==> src/rtl/avl_accum_slave.sv <==
// avl_accum_slave
//   Avalon-MM slave that accumulates the switch value into a 16-bit SUM
//   register on every debounced press of an active-low push button.
//
// Ports
//   clk             50 MHz system clock
//   reset_n         asynchronous active-low reset
//   avs_address     register word address (0 SUM, 1 SWVAL, 2 CTRL, 3 COUNT)
//   avs_read        read strobe (one wait state)
//   avs_write       write strobe (zero wait states, wins over a read)
//   avs_writedata   write data
//   avs_readdata    read data, held until the next read completes
//   avs_waitrequest stall, high only in the first cycle of a read
//   sw              raw asynchronous switches
//   key_n           raw asynchronous accumulate button, active-low
//   led             SUM[7:0]
//   irq             level interrupt, registered IE & PEND
//
// Bus handshake: a write completes in the cycle avs_write is high. A read
// is accepted in IDLE with waitrequest=1 while the register is captured; the
// next cycle (RWAIT) drives waitrequest=0 and avs_readdata carries the data.
module avl_accum_slave #(
  parameter int DEBOUNCE_CYCLES = 500000
) (
  input  logic        clk,
  input  logic        reset_n,
  input  logic [1:0]  avs_address,
  input  logic        avs_read,
  input  logic        avs_write,
  input  logic [31:0] avs_writedata,
  output logic [31:0] avs_readdata,
  output logic        avs_waitrequest,
  input  logic [7:0]  sw,
  input  logic        key_n,
  output logic [7:0]  led,
  output logic        irq
);

  localparam int CNT_W = (DEBOUNCE_CYCLES > 1) ? $clog2(DEBOUNCE_CYCLES) : 1;
  localparam logic [CNT_W-1:0] CNT_MAX = CNT_W'(DEBOUNCE_CYCLES - 1);

  typedef enum logic {
    S_IDLE  = 1'b0,
    S_RWAIT = 1'b1
  } state_t;

  state_t            state_q, state_d;
  logic [7:0]        sw_meta_q, sw_sync_q;
  logic              key_meta_q, key_sync_q;
  logic [CNT_W-1:0]  cnt_q, cnt_d;
  logic              key_db_q, key_db_d, key_db_prev_q;
  logic [15:0]       sum_q, sum_d;
  logic [15:0]       count_q, count_d;
  logic              ie_q, ie_d, pend_q, pend_d, ovf_q, ovf_d;
  logic              irq_q;
  logic [31:0]       rdata_q, rd_mux;
  logic              capture, waitreq;
  logic              evt, evt_apply;
  logic              wr_sum, wr_ctrl, wr_cnt, rd_req;
  logic [16:0]       acc17;
  logic              unused_wdata;

  assign unused_wdata = ^avs_writedata[31:16];

  // Synchronizers. The key chain resets to the released level (1) so that
  // leaving reset never looks like a press to the debouncer.
  always_ff @(posedge clk or negedge reset_n) begin
    if (!reset_n) begin
      sw_meta_q  <= '0;
      sw_sync_q  <= '0;
      key_meta_q <= 1'b1;
      key_sync_q <= 1'b1;
    end else begin
      sw_meta_q  <= sw;
      sw_sync_q  <= sw_meta_q;
      key_meta_q <= key_n;
      key_sync_q <= key_meta_q;
    end
  end

  // Debounce: the counter runs only while the synchronized key differs from
  // the debounced level; any return to that level (a bounce) reloads it.
  always_comb begin
    cnt_d    = cnt_q;
    key_db_d = key_db_q;
    if (key_sync_q == key_db_q) begin
      cnt_d = '0;
    end else if (cnt_q == CNT_MAX) begin
      cnt_d    = '0;
      key_db_d = key_sync_q;
    end else begin
      cnt_d = cnt_q + CNT_W'(1);
    end
  end

  // One-cycle event on the debounced 1->0 edge only.
  assign evt = key_db_prev_q & ~key_db_q;

  // Write wins over a simultaneous read.
  assign rd_req  = avs_read & ~avs_write;
  assign wr_sum  = avs_write && (avs_address == 2'd0);
  assign wr_ctrl = avs_write && (avs_address == 2'd2);
  assign wr_cnt  = avs_write && (avs_address == 2'd3);

  // A bus write to SUM or COUNT drops the event's arithmetic; PEND still sets.
  assign evt_apply = evt & ~wr_sum & ~wr_cnt;
  assign acc17     = {1'b0, sum_q} + {9'b0, sw_sync_q};

  always_comb begin
    sum_d   = sum_q;
    count_d = count_q;
    ie_d    = ie_q;
    pend_d  = pend_q;
    ovf_d   = ovf_q;
    if (wr_sum)         sum_d = avs_writedata[15:0];
    else if (evt_apply) sum_d = acc17[15:0];
    if (wr_cnt)         count_d = '0;
    else if (evt_apply) count_d = count_q + 16'd1;
    if (wr_ctrl)        ie_d = avs_writedata[0];
    // Event set beats write-1-clear.
    if (evt)                             pend_d = 1'b1;
    else if (wr_ctrl && avs_writedata[1]) pend_d = 1'b0;
    if (evt_apply && acc17[16])          ovf_d = 1'b1;
    else if (wr_ctrl && avs_writedata[2]) ovf_d = 1'b0;
  end

  always_comb begin
    rd_mux = '0;
    unique case (avs_address)
      2'd0: rd_mux = {16'b0, sum_q};
      2'd1: rd_mux = {24'b0, sw_sync_q};
      2'd2: rd_mux = {29'b0, ovf_q, pend_q, ie_q};
      2'd3: rd_mux = {16'b0, count_q};
      default: rd_mux = '0;
    endcase
  end

  // Read FSM: next state and outputs.
  always_comb begin
    state_d = state_q;
    waitreq = 1'b0;
    capture = 1'b0;
    unique case (state_q)
      S_IDLE: begin
        if (rd_req) begin
          waitreq = 1'b1;
          capture = 1'b1;
          state_d = S_RWAIT;
        end
      end
      S_RWAIT: state_d = S_IDLE;
      default: state_d = S_IDLE;
    endcase
  end

  // Held low while reset is asserted even if a master keeps avs_read high.
  assign avs_waitrequest = waitreq & reset_n;

  always_ff @(posedge clk or negedge reset_n) begin
    if (!reset_n) begin
      state_q       <= S_IDLE;
      cnt_q         <= '0;
      key_db_q      <= 1'b1;
      key_db_prev_q <= 1'b1;
      sum_q         <= '0;
      count_q       <= '0;
      ie_q          <= 1'b0;
      pend_q        <= 1'b0;
      ovf_q         <= 1'b0;
      irq_q         <= 1'b0;
      rdata_q       <= '0;
    end else begin
      state_q       <= state_d;
      cnt_q         <= cnt_d;
      key_db_q      <= key_db_d;
      key_db_prev_q <= key_db_q;
      sum_q         <= sum_d;
      count_q       <= count_d;
      ie_q          <= ie_d;
      pend_q        <= pend_d;
      ovf_q         <= ovf_d;
      irq_q         <= ie_q & pend_q;
      if (capture) rdata_q <= rd_mux;
    end
  end

  assign avs_readdata = rdata_q;
  assign led          = sum_q[7:0];
  assign irq          = irq_q;

endmodule

==> config.mk <==
export PLATFORM = sky130hd
export DESIGN_NAME = avl_accum_slave
export DESIGN_NICKNAME = d
export VERILOG_FILES = /design/src/rtl/avl_accum_slave.sv
export SDC_FILE = /design/constraint.sdc
export NUM_CORES = 1
export LEC_CHECK = 0
export BUFFER_PORTS_ARGS = -buffer_cell sky130_fd_sc_hd__buf_4
export CORE_MARGIN = 2
export CORE_UTILIZATION = 50
export CTS_CLUSTER_DIAMETER = 50
export DETAILED_ROUTE_END_ITERATION = 12
export PLACE_DENSITY = 0.85
export SYNTH_ARGS = -nofsm -noshare
export SYNTH_HDL_FRONTEND = slang
export SYNTH_SLANG_ARGS = --single-unit
==> constraint.sdc <==
create_clock -name clk -period 2 [get_ports clk]
set_input_delay 0.4 -clock clk [delete_from_list [all_inputs] [get_ports clk]]
set_output_delay 0.4 -clock clk [all_outputs]
set_load 0.01 [all_outputs]
# After elaboration in Yosys (flattened, before gate mapping)
# Index checks and enable logic that the tools add are counted.
# W data, S select, Z words.
[word_totals] elab_cells=61 in_bits=47 out_inout_bits=42 regBits=108
[classes] n_reduce_logical=12 mux=14 n_bitwise=12 eq_ne=5 add_sub_neg=3
[ops] operator="$pmux W32 S4" count=1
[ops] operator="$mux W16" count=4
[ops] operator="$mux W19" count=2
[ops] operator="$add A19 B1 Y19 const B" count=1
[ops] operator="$eq A19 B19 Y1 const B" count=1
[ops] operator="$add A16 B8 Y17" count=1
[ops] operator="$add A16 B1 Y16 const B" count=1
[ops] operator="$reduce_bool A2 Y1" count=4
[ops] operator="$and A1 B1 Y1" count=6
[ops] operator="$logic_and A1 B1 Y1" count=6
[ops] operator="$mux W1" count=6
[ops] operator="$not A1 Y1" count=6
[ops] operator="$eq A2 B2 Y1 const B" count=2
[ops] operator="$eq A2 B1 Y1 const B" count=1
[ops] operator="$logic_not A2 Y1" count=1
[ops] operator="$pmux W1 S2" count=1
[ops] operator="$reduce_and A2 Y1" count=1
[ops] operator="$eq A1 B1 Y1" count=1

# Logic depth before layout (Yosys ltp)
# Gate-level depths: netlist of the first run.
[logic_depth] word_depth=7 mapped_depth=8

# Least setup slack after synthesis of the first run
# OpenSTA, ideal clock, no wires.
[synth_path] path_kind="register to register" start="register sum_q[4]" end="register sum_q[7]" arrival_time_ns=1.815 path_buffers=0 path_stages_with_launch=8 setup_time_ns=0.137 required_ns=1.863 synth_period_minus_slack_ns=1.953 path_slack_ns=0.047 cell_sequence="dfrtp_1 ha_1 a21oi_1 nand2_1 a221o_1 a21oi_1 xor2_1 a21oi_1"
[synth_via] elab_chain_cells=3
[synth_rtl] element="from (decl)" line_no="52" source="logic [15:0] sum_q, sum_d;"
[synth_rtl] element="from (signal assigned)" line_no="177" source="sum_q <= sum_d;"
[synth_rtl] element="$add A16 B8 Y17" line_no="107" source="assign acc17 = {1'b0, sum_q} + {9'b0, sw_sync_q};"
[synth_rtl] element="$mux W16" line_no="116" source="else if (evt_apply) sum_d = acc17[15:0];"
[synth_rtl] element="$mux W16" line_no="115" source="if (wr_sum) sum_d = avs_writedata[15:0];"
# No other way between the ends. The select of a mux whose other input is x is not followed.
# A chain may end at the register's enable or synchronous reset.

# Final worst setup path of the first run
[layout_path] start="register sw_sync_q[4]" end="register sum_q[7]"
[layout_via] elab_chain_cells=3
[layout_rtl] element="from (decl)" line_no="48" source="logic [7:0] sw_meta_q, sw_sync_q;"
[layout_rtl] element="from (signal assigned)" line_no="75" source="sw_sync_q <= sw_meta_q;"
[layout_rtl] element="$add A16 B8 Y17" line_no="107"
[layout_rtl] element="$mux W16" line_no="116"
[layout_rtl] element="$mux W16" line_no="115"
# No other way between the ends. The select of a mux whose other input is x is not followed.

==> out/metrics.cfg, run 1 <==
[outcome]
status = completed

[cts]
ctsHoldBuffers = 0
cts-root-buf = clkbuf_8
cts_sinks = 92
cts.reportedPaths.clkPinSlew_ps = 100
insertion_delay_ps = 360
clockBufferDepth = 2
cts_max_level = 3
numCtsBuffers = 9
cts_tree = built

[synthesis]
synthArstFlopShare = 1.000
syn_avg_cell_area_sq_um = 10.14
synth_cells = 455
synth_largest_area_cell = dfrtp_1
synth_area_sq_um = 4614
synthDistinctLibCells = 54
synth-seq-cells = 92
yosys_warnings = 0
ys_seq_area_frac = 0.5000
synth-edff-count = 0
yosysTopAreaCellShare = 0.4772
synth-main-ff-cell = dfrtp_1
synthTopCellsByArea = dfrtp_1 48%, nor2_1 5.4%, a21oi_1 4.2%

[final_layout]
utilization = 0.6069
diodes = 0
fill_cells = 721
synthToLayoutAreaGrowth_pct = 19.79
multiInputGateArea_sq_um = 2171
layout-drive-gt1-share = 0.2623
regArea_sq_um = 2307
final_nets = 583
finalNonFillerCells = 641

[worst_hold_path]
hold_class = in2async

[worst_setup_path]
criticalPathCategory = reg2reg
path_cells = ha_4, a21oi_2, nand2_2, a221o_1, a21oi_1, xor2_1, a21oi_1
cp.required_ps = 2230
critPathCaptureType = flip-flop
crit_family = compound AO/OA/AOI/OAI gates
slowest_stage = dfrtp_1
critPathMaxStageDelay_ps = 420
cpMostUsedCell = a21oi_1
cp_num_buf_inv = 0
cp-start-kind = flip-flop
crit_arrival_ps = 2210
critPathMaxFanout = 5

[grt]
antenna_found_initial = 0
grt_pass1_wl_microns = 16950
grt_max_degree = 93
grtUsageMet3 = 0.04457
grtUsageMet2 = 0.3659
grt_pass1_vias = 3669
grt_use_met1 = 0.2725
busiest_layer = met2
grt_util_all_layers = 0.2143
grt_overflow_total = 0

[detailed_routing]
dr.pass1.iters = 5
drt-total-wl_microns = 10450
vias = 3636
final_antenna_net_count = 0
viasPerCell = 5.672
drtIter0Drc = 269
wl_per_cell_microns = 16.31
drc = 0

[die]
core_sq_um = 9109
core.rowCount = 35
start_util = 0.5066
dieArea_sq_um = 10010
die_w_microns = 100.1
io_pins = 89
chipHeight_microns = 100.1

[sta]
worst_pin_slew_ps = 623.6
rsz0062_at_grt = yes
finClkSkew_ps = 16.70
slew_violations = 0
max_slew_margin = 0.5843
totalNegativeSetupSlack_ps = 0
hold_violations = 0
finalSetupViolCount = 0
min_period_ps = 1973
min_period_over_period = 0.9866
max_freq_mhz = 506.8

[placed_design]
dpl.hpwl_microns = 7284
gp_congestion = 0.9241
place_inst = 621
io_buffers = 56

[job]
maxCapViolations = 0

[power]
cellPowerDensity_nw_per_um2 = 815.3
p_leak_nw = 2.442
ir_drop_v = 0.0006035

## power by group
part	internal [W]	switching (W)	total [W]
combinational	0.000481	0.000493	0.000974
sequential	0.00200	0.000121	0.00213
clock	0.000747	0.000660	0.00141
total	0.00323	0.00127	0.00451
## sequential cells by signal (all words and copies together), names as in the netlist
signal / cells
avs_readdata: 16
cnt_q: 19
count_q: 16
ie_q: 1
irq: 1
key_db_prev_q: 1
key_db_q: 1
key_meta_q: 1
key_sync_q: 1
ovf_q: 1
pend_q: 1
state_q: 1
sum_q: 16
sw_meta_q: 8
sw_sync_q: 8
## kinds of logic (layout without fill, tap and decap cells)
logic type	after synthesis	in the layout	synth area share
XOR/XNOR	42	42	0.07972
other	1	16	0.0008127
buffers and inverters	49	109	0.06318
multiplexers	13	13	0.03769
AO/OA/AOI/OAI	80	80	0.1106
flip-flops	92	92	0.5000
adder cells (fa/ha/maj)	11	11	0.03145
AND/OR/NAND/NOR	167	167	0.1765
## layout make-up
cell class                      instances  area share
Clock inverter                          6     0.01675
Multi-Input combinational cell        329      0.3927
Clock buffer                           10     0.02490
Tap cell                              111     0.02512
Sequential cell                        92      0.4174
Timing Repair Buffer                   85      0.1177
Inverter                                8    0.005432
## metrics by stage
stage / hold WS [ps] / setup slack [ps] / cell area (sq um) / total power (W)
after global placement: 332.0 / -0.2773 / 5179 / 0.002996
after floorplan: 104.4 / 47.21 / 4671 / 0.002670
after global routing: 131.3 / -46.96 / 5528 / 0.004710
final: 109.3 / 26.86 / 5528 / 0.004507
after detailed placement: 336.2 / -115.6 / 5179 / 0.003039
after CTS: 132.3 / 5.460 / 5444 / 0.004469
## Yosys cell counts, types with 2 or more instances
cell and instances:
nor2b_1 4, nor4_1 2, and4_1 3, a31oi_1 2, mux2i_1 5, nor2_1 66, xnor2_1 21, and3_1 7
mux2_2 5, nand4_1 9, a21o_1 3, o21ai_1 3, or2_2 2, a21oi_1 39, nand2_1 31, o21ai_0 12
or3_1 5, buf_4 24, xor2_1 21, clkbuf_1 7, dfstp_2 4, and2_1 5, a22oi_1 8, o211ai_1 3
nor3b_1 2, ha_1 10, inv_1 8, mux4_2 3, dfrtp_1 88, a211oi_1 2, nor3_1 3, nand3_1 19
buf_2 8
## timing repair
action,CTS,global route
resized for setup,5,13
pin swaps,0,6
setup buffers,0,4
endpoints found under the setup margin,9,29
## metal layers
metal  wire length, microns  share of wire
met5                      0              0
met4                    257          0.025
met3                    623          0.060
met2                   5366           0.51
met1                   4204           0.40
## layout by cell type, fill, tap and decap left out, types with 7 or more instances in the layout
master	instances
nor2_1	66
dfrtp_1	88
xor2_1	21
clkbuf_8	10
xnor2_1	21
nand4_1	9
inv_1	8
nand2_1	30
o21ai_0	11
and3_1	7
a22oi_1	8
nand3_1	19
buf_4	84
conb_1	16
a21oi_1	37
## path summary, 6_finish.rpt
path	startpoint	end	slack, ps	cells after the start
max reg2reg	sw_sync_q[4]	sum_q[7]	30	7
min reg2reg	sw_meta_q[6]	sw_sync_q[6]	350	0
max in group asynchronous	reset_n	cnt_q[16]	1500	2
min	reset_n	cnt_q[6]	110	2
max	sw_sync_q[4]	sum_q[7]	30	7
min in group clk	key_n	key_meta_q	150	1
(Power assumes the default switching activity.)
==> inputs of run 2 (changes only) <==
--- a/config.mk
+++ b/config.mk
@@ -6,11 +6,13 @@
 export NUM_CORES = 1
 export LEC_CHECK = 0
 export BUFFER_PORTS_ARGS = -buffer_cell sky130_fd_sc_hd__buf_4
+export CELL_PAD_IN_SITES_DETAIL_PLACEMENT = 1
+export CELL_PAD_IN_SITES_GLOBAL_PLACEMENT = 2
 export CORE_MARGIN = 2
-export CORE_UTILIZATION = 50
+export CORE_UTILIZATION = 31
 export CTS_CLUSTER_DIAMETER = 50
 export DETAILED_ROUTE_END_ITERATION = 12
-export PLACE_DENSITY = 0.85
+export PLACE_DENSITY = 0.84
 export SYNTH_ARGS = -nofsm -noshare
 export SYNTH_HDL_FRONTEND = slang
 export SYNTH_SLANG_ARGS = --single-unit
==> run 2 against run 1 <==
  * Count of clock-buffer cells in the layout up 4
  * Clock power grew 9%
  * Core utilization shrank 22 points
  * Maximum frequency decreased by 0.92%
==> out/metrics.cfg, run 2 (same netlist as run 1, synthesis figures left out) <==
[grt]
grt_pass1_vias = 3663  ; -0.16%
grt_util_all_layers = 0.1519  ; -0.06243
grt_overflow_total = 0  ; unchanged
antenna_found_initial = 0  ; unchanged
grt_pass1_wl_microns = 18970  ; +12%
grt_max_degree = 93  ; unchanged

[detailed_routing]
viasPerCell = 4.901  ; -14%
drtIter0Drc = 146  ; -46%
wl_per_cell_microns = 16.32  ; about the same
dr.pass1.iters = 4  ; -1
drt-total-wl_microns = 11670  ; +12%
vias = 3504  ; -3.6%
drc = 0  ; unchanged
final_antenna_net_count = 0  ; unchanged

[die]
die_w_microns = 126.0  ; +26%
chipHeight_microns = 126.0  ; +26%
dieArea_sq_um = 15880  ; +59%
io_pins = 89  ; unchanged
core.rowCount = 44  ; +26%
core_sq_um = 14530  ; +60%
start_util = 0.3175  ; -0.1891

[power]
p_leak_nw = 2.457  ; +0.60%
p_switching_w = 0.001310  ; +2.7%
cellPowerDensity_nw_per_um2 = 824.1  ; +1.1%
p_clk_frac = 0.328  ; +0.016
seqPwrFrac = 0.457  ; -0.015
ir_drop_v = 0.0004502  ; -25%
p_total_w = 0.004664  ; +3.5%
p_sw_frac = 0.2808  ; -0.002018
p_int_w = 0.003354  ; +3.8%
combPwrFrac = 0.214  ; -0.002

[worst_setup_path]
critPathMaxStageDelay_ps = 420  ; about the same
cp-start-kind = flip-flop
crit_arrival_ps = 2220  ; about the same
cp_num_buf_inv = 0  ; unchanged
critPathMaxFanout = 5  ; unchanged
cp.required_ps = 2230  ; about the same
critPathCaptureType = flip-flop
slowest_stage = dfrtp_1
cp_num_cells = 7  ; unchanged
reg2reg_slack_ps = 8  ; -20 ps
crit_family = compound AO/OA/AOI/OAI gates
criticalPathCategory = reg2reg
path_cells = ha_4, and2_4, and3_4, o2111ai_4, a2111oi_4, xnor2_1, o21ai_1
r2r_cells = 7  ; unchanged

[cts]
cts.reportedPaths.clkPinSlew_ps = 60  ; -40 ps
cts-root-buf = clkbuf_16
ctsHoldBuffers = 0  ; unchanged
numCtsBuffers = 9  ; unchanged
cts_tree = built
clockBufferDepth = 2  ; unchanged
cts_sinks = 92  ; unchanged
cts_max_level = 3  ; unchanged
insertion_delay_ps = 350  ; about the same

[sta]
slew_violations = 0  ; unchanged
worst_pin_slew_ps = 623.7  ; +0.07772 ps
timing.hold.ws_ps = 114.9  ; +5.597 ps
hold_violations = 0  ; unchanged
finClkSkew_ps = 9.735  ; -6.965 ps
rsz0062_at_grt = yes
finalSetupViolCount = 0  ; unchanged
max_freq_mhz = 502.1  ; -0.92%
min_period_ps = 1992  ; +18.38 ps
min_period_over_period = 0.9958  ; +0.009189
max_slew_margin = 0.5842  ; about the same
totalNegativeSetupSlack_ps = 0  ; unchanged

[final_layout]
diodes = 0  ; unchanged
largest_reg_flops = 19  ; unchanged
fill_cells = 1663  ; +130%
regArea_sq_um = 2307  ; unchanged
final_common_cell = dfrtp_1
regMostFlops = cnt_q
utilization = 0.3894  ; -0.2175
final_area_sq_um = 5659  ; +2.4%
multiInputGateArea_sq_um = 2177  ; +0.29%
most-common-layout-cells = 88 x dfrtp_1, 85 x buf_4, 66 x nor2_1
layout-drive-gt1-share = 0.2486  ; -0.01368
final_nets = 584  ; +0.17%
synthToLayoutAreaGrowth_pct = 22.64

[placed_design]
gp_congestion = 0.8650  ; -6.4%
io_buffers = 56  ; unchanged
dpl.hpwl_microns = 8457  ; +16%
post_dp_cell_area_sq_um = 5293  ; +2.2%

[worst_hold_path]
hold_class = in2async

[job]
maxCapViolations = 0  ; unchanged

[outcome]
status = completed

## run 2: cell types whose count changed in the layout (fill, tap and decap cells not counted), moves of 2 or more
| cell | previous run | this run |
|---|---|---|
| clkbuf_8 | 10 | 0 |
| ha_2 | 2 | 0 |
| inv_6 | 2 | 0 |
| clkbuf_16 | 0 | 9 |
| bufinv_16 | 2 | 0 |
| a211oi_2 | 2 | 0 |
| clkbuf_1 | 0 | 5 |
| a211oi_1 | 0 | 2 |
## run 2: worst paths after layout
check                             start              end
max in group asynchronous       reset_n       key_sync_q
setup / recovery           sw_sync_q[4]        sum_q[13]
hold reg to reg            sw_meta_q[2]     sw_sync_q[2]
setup reg to reg           sw_sync_q[4]        sum_q[13]
hold / removal                  reset_n  avs_readdata[3]
min in group clk                  sw[7]     sw_meta_q[7]
## run 2: power by group through the flow
stage	combinational [W]	sequential (W)	clock [W]
after global placement	0.000898	0.00215	0
after floorplan	0.000508	0.00216	0
final	0.00100	0.00213	0.00153
after CTS	0.000961	0.00213	0.00159
after detailed placement	0.000927	0.00216	0
after global routing	0.00110	0.00215	0.00167
## run 2: stage by stage
step / setup WS (ps) / std cells
final: 8.482 / 715
after detailed placement: -103.5 / 697
after CTS: 5.820 / 714
after floorplan: 47.21 / 470
after global placement: -41.10 / 697
after global routing: -119.1 / 715
## run 2: final cells by class
class | instances | area share
tap | 184 | 0.04068
timing repair buffer | 86 | 0.1163
multi-input combinational | 329 | 0.3847
clock inverter | 2 | 0.002211
clock buffer | 14 | 0.04311
inverter | 8 | 0.005306
sequential | 92 | 0.4077
## run 2: routing by layer
metal | track usage | vias to the layer above | routed length (microns)
li1 | - | 1672 | -
met1 | 0.1966 | 1757 | 5222
met2 | 0.2495 | 60 | 5800
met3 | 0.02974 | 15 | 419
met4 | 0.06335 | 0 | 226
met5 | 0 | - | 0
## run 2: what timing repair did
| action | CTS | global route |
|---|---|---|
| pin swaps | 3 | 4 |
| setup endpoints to repair | 11 | 21 |
| resized for setup | 6 | 11 |
| buffers inserted | 1 | 1 |
## run 2: worst register-to-register path, delay by kind of cell (launching register included)
kind            cells  cell delay, ps
simple gates        2             350
flops               1             420
fa+ha+maj           1             320
xor+xnor            1             160
compound gates      3             620
